[src/rtl/mem_access_unit.sv]
`default_nettype none
// ============================================================================
//  Module   : mem_access_unit
//  Purpose  : Memory pipeline stage. Issues load/store requests over a
//             valid/ready handshake, stalls upstream while a request is in
//             flight, aligns/extends load data and registers writeback fields.
//  Revision : 1.0  initial release
// ============================================================================
module mem_access_unit #(
  parameter int ADDRESS_WIDTH   = 32,
  parameter int DATA_WIDTH      = 32,
  parameter int REG_ADDR_WIDTH  = 5,
  parameter int MEM_MASK_WIDTH  = 3,
  parameter int FREE_LIST_WIDTH = 3
) (
  input  logic                       i_Clk,
  input  logic                       i_Reset,
  input  logic                       i_Flush,
  input  logic [ADDRESS_WIDTH-1:0]   i_ALU_Result,
  input  logic                       i_Mem_Valid,
  input  logic [MEM_MASK_WIDTH-1:0]  i_Mem_Mask,
  input  logic                       i_Mem_Read_Write_n,
  input  logic [DATA_WIDTH-1:0]      i_Mem_Write_Data,
  input  logic                       i_Writes_Back,
  input  logic [REG_ADDR_WIDTH:0]    i_PWrite_Addr,
  input  logic [FREE_LIST_WIDTH-1:0] i_Phys_Active_List_Index,
  output logic                       o_Stall_Request,
  output logic                       o_DMem_Valid,
  input  logic                       i_DMem_Ready,
  output logic [ADDRESS_WIDTH-1:0]   o_DMem_Address,
  output logic                       o_DMem_Read_Write_n,
  output logic [3:0]                 o_DMem_Byte_En,
  output logic [DATA_WIDTH-1:0]      o_DMem_Write_Data,
  input  logic [DATA_WIDTH-1:0]      i_DMem_Read_Data,
  output logic                       o_WB_Valid,
  output logic [DATA_WIDTH-1:0]      o_WB_Data,
  output logic [REG_ADDR_WIDTH:0]    o_WB_PWrite_Addr,
  output logic [FREE_LIST_WIDTH-1:0] o_WB_Active_List_Index,
  output logic                       o_Misaligned
);

  typedef enum logic [1:0] {
    IDLE = 2'd0,
    REQ  = 2'd1,
    DONE = 2'd2
  } state_t;

  localparam logic [1:0] SZ_BYTE = 2'b00;
  localparam logic [1:0] SZ_HALF = 2'b01;

  state_t                       state_q, state_d;
  logic [ADDRESS_WIDTH-1:0]     addr_q, addr_d;
  logic [3:0]                   be_q, be_d;
  logic [DATA_WIDTH-1:0]        wdata_q, wdata_d;
  logic                         rw_q, rw_d;
  logic [1:0]                   size_q, size_d;
  logic                         zext_q, zext_d;
  logic [1:0]                   lo_q, lo_d;
  logic [REG_ADDR_WIDTH:0]      dest_q, dest_d;
  logic [FREE_LIST_WIDTH-1:0]   tag_q, tag_d;
  logic                         flush_pend_q, flush_pend_d;
  logic                         wb_valid_q, wb_valid_d;
  logic [DATA_WIDTH-1:0]        wb_data_q, wb_data_d;
  logic [REG_ADDR_WIDTH:0]      wb_dest_q, wb_dest_d;
  logic [FREE_LIST_WIDTH-1:0]   wb_tag_q, wb_tag_d;
  logic                         misal_q, misal_d;

  logic [1:0]                   size_in;
  logic                         misal_in;
  logic [3:0]                   be_in;
  logic [DATA_WIDTH-1:0]        wdata_in;
  logic [DATA_WIDTH-1:0]        lane;
  logic [DATA_WIDTH-1:0]        load_data;
  logic                         stall;

  // Decode size, alignment, lane enables and replicated store data of the incoming op
  always_comb begin
    size_in  = i_Mem_Mask[1:0];
    misal_in = 1'b0;
    be_in    = 4'b1111;
    wdata_in = i_Mem_Write_Data;
    if (size_in == SZ_BYTE) begin
      be_in    = 4'b0001 << i_ALU_Result[1:0];
      wdata_in = {4{i_Mem_Write_Data[7:0]}};
    end else if (size_in == SZ_HALF) begin
      misal_in = i_ALU_Result[0];
      be_in    = i_ALU_Result[1] ? 4'b1100 : 4'b0011;
      wdata_in = {2{i_Mem_Write_Data[15:0]}};
    end else begin
      // Reserved size code 11 behaves as a word access
      misal_in = (i_ALU_Result[1:0] != 2'b00);
    end
  end

  // Select the addressed lane of the returned word and sign/zero extend it
  always_comb begin
    lane      = i_DMem_Read_Data >> {lo_q, 3'b000};
    load_data = lane;
    if (size_q == SZ_BYTE) begin
      load_data = {{24{lane[7] & ~zext_q}}, lane[7:0]};
    end else if (size_q == SZ_HALF) begin
      load_data = {{16{lane[15] & ~zext_q}}, lane[15:0]};
    end
  end

  // Next-state and output logic of the request FSM
  always_comb begin
    state_d      = state_q;
    addr_d       = addr_q;
    be_d         = be_q;
    wdata_d      = wdata_q;
    rw_d         = rw_q;
    size_d       = size_q;
    zext_d       = zext_q;
    lo_d         = lo_q;
    dest_d       = dest_q;
    tag_d        = tag_q;
    flush_pend_d = flush_pend_q;
    wb_valid_d   = wb_valid_q;
    wb_data_d    = wb_data_q;
    wb_dest_d    = wb_dest_q;
    wb_tag_d     = wb_tag_q;
    misal_d      = 1'b0;
    stall        = 1'b0;
    unique case (state_q)
      IDLE: begin
        flush_pend_d = 1'b0;
        if (i_Flush) begin
          wb_valid_d = 1'b0;
        end else if (i_Mem_Valid && !misal_in) begin
          state_d    = REQ;
          stall      = 1'b1;
          addr_d     = {i_ALU_Result[ADDRESS_WIDTH-1:2], 2'b00};
          be_d       = be_in;
          wdata_d    = wdata_in;
          rw_d       = i_Mem_Read_Write_n;
          size_d     = size_in;
          zext_d     = i_Mem_Mask[2];
          lo_d       = i_ALU_Result[1:0];
          dest_d     = i_PWrite_Addr;
          tag_d      = i_Phys_Active_List_Index;
          wb_valid_d = 1'b0;
        end else begin
          // Non-memory pass-through; a misaligned memory op lands here too
          wb_valid_d = i_Writes_Back & ~i_Mem_Valid;
          wb_data_d  = i_ALU_Result;
          wb_dest_d  = i_PWrite_Addr;
          wb_tag_d   = i_Phys_Active_List_Index;
          misal_d    = i_Mem_Valid;
        end
      end
      REQ: begin
        stall        = 1'b1;
        flush_pend_d = flush_pend_q | i_Flush;
        if (i_DMem_Ready) begin
          state_d      = DONE;
          flush_pend_d = 1'b0;
          wb_valid_d   = rw_q & i_Writes_Back & ~(flush_pend_q | i_Flush);
          wb_data_d    = load_data;
          wb_dest_d    = dest_q;
          wb_tag_d     = tag_q;
        end
      end
      DONE: begin
        // EX/MEM advances at this edge; the inputs seen now are stale
        state_d    = IDLE;
        wb_valid_d = 1'b0;
      end
      default: begin
        state_d    = IDLE;
        wb_valid_d = 1'b0;
      end
    endcase
  end

  // State and pipeline registers with synchronous reset
  always_ff @(posedge i_Clk) begin
    if (i_Reset) begin
      state_q      <= IDLE;
      addr_q       <= '0;
      be_q         <= '0;
      wdata_q      <= '0;
      rw_q         <= 1'b0;
      size_q       <= '0;
      zext_q       <= 1'b0;
      lo_q         <= '0;
      dest_q       <= '0;
      tag_q        <= '0;
      flush_pend_q <= 1'b0;
      wb_valid_q   <= 1'b0;
      wb_data_q    <= '0;
      wb_dest_q    <= '0;
      wb_tag_q     <= '0;
      misal_q      <= 1'b0;
    end else begin
      state_q      <= state_d;
      addr_q       <= addr_d;
      be_q         <= be_d;
      wdata_q      <= wdata_d;
      rw_q         <= rw_d;
      size_q       <= size_d;
      zext_q       <= zext_d;
      lo_q         <= lo_d;
      dest_q       <= dest_d;
      tag_q        <= tag_d;
      flush_pend_q <= flush_pend_d;
      wb_valid_q   <= wb_valid_d;
      wb_data_q    <= wb_data_d;
      wb_dest_q    <= wb_dest_d;
      wb_tag_q     <= wb_tag_d;
      misal_q      <= misal_d;
    end
  end

  assign o_Stall_Request        = stall;
  assign o_DMem_Valid           = (state_q == REQ);
  assign o_DMem_Address         = addr_q;
  assign o_DMem_Read_Write_n    = rw_q;
  assign o_DMem_Byte_En         = be_q;
  assign o_DMem_Write_Data      = wdata_q;
  assign o_WB_Valid             = wb_valid_q;
  assign o_WB_Data              = wb_data_q;
  assign o_WB_PWrite_Addr       = wb_dest_q;
  assign o_WB_Active_List_Index = wb_tag_q;
  assign o_Misaligned           = misal_q;

endmodule
`default_nettype wire

[config.mk]
export PLATFORM = sky130hd
export DESIGN_NAME = mem_access_unit
export DESIGN_NICKNAME = d
export VERILOG_FILES = /design/src/rtl/mem_access_unit.sv
export SDC_FILE = /design/constraint.sdc
export NUM_CORES = 1
export LEC_CHECK = 0
export ABC_AREA = 1
export ABC_CLOCK_PERIOD_IN_PS = 2400
export CAP_MARGIN = 10
export CORE_ASPECT_RATIO = 1.75
export CORE_MARGIN = 4
export CORE_UTILIZATION = 48
export CTS_CLUSTER_DIAMETER = 50
export DETAILED_ROUTE_END_ITERATION = 8
export PLACE_DENSITY = 0.86
export SLEW_MARGIN = 20
export SYNTH_ARGS = -nofsm -noshare
export SYNTH_HDL_FRONTEND = slang
export SYNTH_SLANG_ARGS = --single-unit
[constraint.sdc]
create_clock -name i_Clk -period 2.4 [get_ports i_Clk]
set_clock_uncertainty 0.15 [all_clocks]
set_input_delay 0.36 -clock i_Clk [delete_from_list [all_inputs] [get_ports i_Clk]]
set_output_delay 0.36 -clock i_Clk [all_outputs]
set_load 0.05 [all_outputs]
==> flow_summary.yaml, run 1 <==
layout:
  stdcell_area_mm2: 0.009256
  final_cells: 1311
  areaGrowthSynthToFinish_pct: 49.39
  final_common_cell: "nand2_1"
  drive_gt1_share_pct: 8.749
  final_cell_mix: "nand2_1, clkdlybuf4s50_1, dfxtp_1"
  layout.nets: 1245
  antenna_cells: 0
  multi_input_area_mm2: 0.003052
  finish.utilization_pct: 73.66
  fillers: 1037
  regArea_mm2: 0.002542
detailed_routing:
  dr.pass1.iters: 6
  vias_per_cell: 5.359
  totalWireLength_um: 22360
  vias: 7025
  ant_nets: 0
  drc: 0
  drt_iter0_drc: 454
  wl_per_cell_um: 17.05
run_status:
  outcome: "complete, no violations"
floorplanning:
  die_area_mm2: 0.01486
  core_mm2: 0.01257
  die_x_um: 93.89
  num_rows: 54
  io_pins: 229
  die_h_um: 158.3
  start_util_pct: 49.30
synthesis:
  synthArstFlopShare_pct: 0
  synth_seq_cells: 127
  synth_edf_count: 0
  syn_inst: 925
  synth_warnings: 0
  ys.flop_type: "dfxtp_1"
  seq_area_frac_synth_pct: 41.03
  yosysUniqueCellTypes: 30
  synth_area_mm2: 0.006196
  avgSynthCellArea_um2: 6.698
clock_tree:
  cts_buffers: 17
  holdBufCountCts: 0
  insertion_delay_ns: 0.41
  clkTransAtPathRegs_ns: 0.05
  postCtsResizedCells: 0
  cts_sinks: 127
  cts_tree: "yes"
  cts_setup_buffers: 0
  root_buffer: "clkbuf_16"
  clk_path_buf_depth: 2
  htree_levels: 4
sta:
  period_share_pct: 96.01
  holdWs_ns: 0.2987
  min_period_ns: 2.304
  worst_pin_slew_ns: 1.072
  rsz0062_at_grt: "false"
  fin_setup_tns_ns: 0
  final_hold_viol_count: 0
  setup_violations: 0
  fmax_mhz: 434.0
  slew_viol_final: 0
  maxSlewHeadroom_pct: 28.26
global_routing:
  first_global_vias: 6820
  grt.overflow.total: 0
  grt_first_pass_wirelength_um: 34630
  track_usage_pct: 30.09
  grt_max_degree: 67
  antenna_found_initial: 0
critical_path:
  startpoint_type: "input pin"
  crit_path_end_kind: "primary output"
  required_ns: 1.89
  crit_fanout: 10
  worstSetupPathType: "in2out"
  arrival_ns: 1.79
placed_design:
  place_hpwl_um: 16680
  io_buffers: 226
  place.gp.congestion: 0.9617
  post_dp_cell_area_mm2: 0.008640
  dp.cells: 1279
power:
  p_per_area_mw_per_mm2: 722.2
  peakVddDrop_uv: 541.1
  leakagePower_nw: 3.795
flow_run:
  cap_viol_max_count: 0
hold_path:
  hp-class: "reg2reg"
[kinds of logic (layout without fill, tap and decap cells)]
kind of cell | after synthesis | in the layout | share of synthesized area [%]
AO/OA/AOI/OAI | 230 | 230 | 19.41
buffers and inverters | 143 | 360 | 9.814
flip-flops | 127 | 127 | 41.03
other | 1 | 2 | 0.06052
AND/OR/NAND/NOR | 424 | 424 | 29.69
[final timing paths]
path | startpoint | endpoint | slack (ns) | depth (start not counted)
worst min register to register | tag_q[0]$_SDFFE_PP0P_ | tag_q[0]$_SDFFE_PP0P_ | 0.30 | 2
worst max register to register | size_q[1]$_SDFFE_PP0P_ | o_WB_Data[23]$_SDFFE_PP0P_ | 0.24 | 7
worst min-delay path | tag_q[0]$_SDFFE_PP0P_ | tag_q[0]$_SDFFE_PP0P_ | 0.30 | 2
worst max-delay path | i_Mem_Valid | o_Stall_Request | 0.1 | 6
[state kept, by name, summed over array words and instances, names as in the netlist]
signal / count
size_q: 2
o_WB_Valid: 1
flush_pend_q: 1
o_WB_PWrite_Addr: 6
dest_q: 6
o_DMem_Write_Data: 32
o_DMem_Address: 30
zext_q: 1
state_q: 2
o_DMem_Byte_En: 4
tag_q: 3
lo_q: 2
o_Misaligned: 1
o_WB_Active_List_Index: 3
o_DMem_Read_Write_n: 1
o_WB_Data: 32
[worst max-delay path, cell delays in order]
cell	delay [ns]
clkdlybuf4s50_1	0.52
inv_1	0.11
nor3_4	0.29
nand2_2	0.21
nand2_1	0.16
buf_12	0.15
[report_power, final]
| part | total (W) | internal [W] | switching, W |
|---|---|---|---|
| clock network | 0.00271 | 0.00177 | 0.000944 |
| logic | 0.00165 | 0.000613 | 0.00104 |
| registers | 0.00232 | 0.00225 | 0.0000748 |
| total | 0.00668 | 0.00463 | 0.00206 |
[cell usage after synthesis, types with 2 or more instances]
cell type | n | area share, %
nand2_1 | 244 | 15
dfxtp_1 | 127 | 41
a21oi_1 | 109 | 8.8
o21ai_0 | 91 | 7.4
nand3_1 | 85 | 6.9
inv_1 | 66 | 4.0
nor2_1 | 46 | 2.8
clkbuf_1 | 33 | 2.0
buf_2 | 30 | 2.4
or2_2 | 23 | 2.3
nand4_1 | 15 | 1.5
o211ai_1 | 12 | 1.5
a31oi_1 | 7 | 0.71
o21ai_1 | 7 | 0.57
buf_4 | 5 | 0.61
inv_2 | 5 | 0.30
nand2_2 | 5 | 0.50
buf_6 | 2 | 0.36
o31ai_1 | 2 | 0.24
[cell type report]
cell class                      count  area share, %
Clock inverter                      9          1.717
Sequential cell                   127          27.47
Tap cell                          168          2.271
Timing Repair Buffer              256          27.71
Clock buffer                       23          4.947
Inverter                           72          2.920
Multi-Input combinational cell    656          32.97
[per-stage QoR]
| step | power (W) | setup WS, ns |
|---|---|---|
| 6_report | 0.006685 | 0.09584 |
| 5_1_grt | 0.006926 | 0.04024 |
| 4_1_cts | 0.006702 | 0.1059 |
| 3_5_place_dp | 0.004004 | 0.09545 |
| 3_3_place_gp | 0.003984 | 0.05349 |
| 2_1_floorplan | 0.003337 | 0.4444 |
[layer usage]
layer	vias to the layer above	wire length, um	global-route usage, %
li1	3441	-	-
met1	3140	7421	29.07
met2	357	11430	53.37
met3	87	1831	8.132
met4	0	1678	23.07
met5	-	0	0
Note: power is estimated with default switching activity, not from simulation.
==> inputs of run 2 (changes only) <==
Settings changed: PLACE_DENSITY 0.86 to 0.94.
==> flow_summary.yaml, run 2 (synthesized netlist as in run 1, its figures left out) <==
run_status:
  outcome: "complete, no violations"
placed_design:
  io_buffers: 226
  place_hpwl_um: 16570
  place.gp.congestion: 0.9863
detailed_routing:
  vias: 7166
  vias_per_cell: 5.483
  totalWireLength_um: 22700
  wl_per_cell_um: 17.37
  drc: 0
  ant_nets: 0
  dr.pass1.iters: 5
  drt_iter0_drc: 501
global_routing:
  grt_use_met1_pct: 30.86
  grt_first_pass_wirelength_um: 35060
  grt_use_met2_pct: 53.85
  grt_max_degree: 78
  track_usage_pct: 30.27
  antenna_found_initial: 0
  grt.overflow.total: 0
  grt_busiest_layer: "met2"
  met3_usage_pct: 7.139
  first_global_vias: 7011
sta:
  setup_violations: 0
  min_period_ns: 2.266
  fmax_mhz: 441.3
  rsz0062_at_grt: "false"
  slew_viol_final: 0
  worst_pin_slew_ns: 1.044
  fin_setup_tns_ns: 0
  final_hold_viol_count: 0
  maxSlewHeadroom_pct: 30.15
  period_share_pct: 94.41
  holdWs_ns: 0.2716
critical_path:
  crit_fanout: 14
  crit_chain: "clkdlybuf4s50_1 -> inv_1 -> nor3_4 -> nand2_4 -> nand2_1 -> buf_12"
  max_stage_delay_ns: 0.51
  arrival_ns: 1.76
  critPathTopFamily: "buffers and inverters"
  startpoint_type: "input pin"
  required_ns: 1.89
  crit_path_end_kind: "primary output"
  worstSetupPathType: "in2out"
  slowest_stage: "clkdlybuf4s50_1"
  crit_buf_inv: 3
floorplanning:
  die_x_um: 93.89
  num_rows: 54
  core_mm2: 0.01257
  die_h_um: 158.3
  io_pins: 229
  start_util_pct: 49.30
  die_area_mm2: 0.01486
clock_tree:
  root_buffer: "clkbuf_16"
  cts_setup_buffers: 0
  cts_tree: "yes"
  clk_path_buf_depth: 2
  insertion_delay_ns: 0.42
  cts_buffers: 17
  holdBufCountCts: 0
  postCtsResizedCells: 0
  htree_levels: 4
  cts_sinks: 127
  clkTransAtPathRegs_ns: 0.05
power:
  p_per_area_mw_per_mm2: 743.2
  peakVddDrop_uv: 608.6
  leakagePower_nw: 3.810
layout:
  drive_gt1_share_pct: 8.699
  final_cell_mix: "nand2_1, clkdlybuf4s50_1, dfxtp_1"
  layout.nets: 1240
  final_common_cell: "nand2_1"
  areaGrowthSynthToFinish_pct: 49.80
hold_path:
  hp-class: "in2reg"
flow_run:
  cap_viol_max_count: 0
[run 2: cell count changes in the layout (fill, tap and decap cells not counted), sizes merged]
| cell | before | now |
|---|---|---|
| buf | 33 | 28 |
| inv | 71 | 74 |
| clkbuf | 23 | 21 |
| clkinv | 5 | 3 |
| bufinv | 4 | 5 |
| diode | 0 | 1 |
[run 2: stage by stage]
stage	area, um^2	setup slack [ns]	instances	utilization, %	total power [W]
2_1_floorplan	6200	0.4444	926	-	0.003337
3_3_place_gp	8602	0.1336	1274	68.45	0.003966
3_5_place_dp	8602	0.04802	1274	68.45	0.003991
4_1_cts	9274	0.06092	1306	73.80	0.006907
5_1_grt	9279	0.02443	1306	73.84	0.007137
6_report	9281	0.1342	1307	73.86	0.006898
[run 2: worst paths after layout]
kind	start	endpoint	slack, ns	cells after the start
min	i_Reset	o_WB_Valid$_SDFFE_PP0P_	0.27	4
max reg2reg	lo_q[0]$_SDFFE_PP0P_	o_WB_Data[23]$_SDFFE_PP0P_	0.25	7
max	i_Mem_Valid	o_Stall_Request	0.13	6
min reg2reg	dest_q[1]$_SDFFE_PP0P_	dest_q[1]$_SDFFE_PP0P_	0.30	2
[run 2: layer usage]
layer / wire length [um] / vias up / share of wire [%]
li1: - / 3434 / -
met1: 7546 / 3231 / 33
met2: 11780 / 411 / 52
met3: 1775 / 90 / 7.8
met4: 1600 / 0 / 7.0
met5: 0 / - / 0
[run 2: area by class of cell]
type,instances,area [um^2]
Fill cell,934,3286
Multi-Input combinational cell,656,3057
Sequential cell,127,2542
Timing Repair Buffer,251,2527
Clock buffer,21,470.5
Inverter,72,270.3
Tap cell,168,210.2
Clock inverter,11,201.4
Antenna cell,1,2.502
[run 2: where the power goes]
part / switching (W) / internal, W / leakage (nW)
registers: 0.0000771 / 0.00225 / 1.04
logic: 0.00104 / 0.000605 / 2.44
clock network: 0.000989 / 0.00194 / 0.325
total: 0.00211 / 0.00479 / 3.81
[run 2: worst register-to-register path, stage by stage, from the launching register on]
cell and delay, ns:
dfxtp_1 0.56, inv_2 0.21, nand2_1 0.13, nand3_1 0.11, nand3_2 0.10, nand2_2 0.18
o21ai_0 0.46, a21oi_1 0.11
==> inputs of run 3 (changes only) <==
Settings changed: HOLD_SLACK_MARGIN set to 0.15.
==> results of run 3 <==
No change in the layout: final DEF, timing and power equal those of run 2.
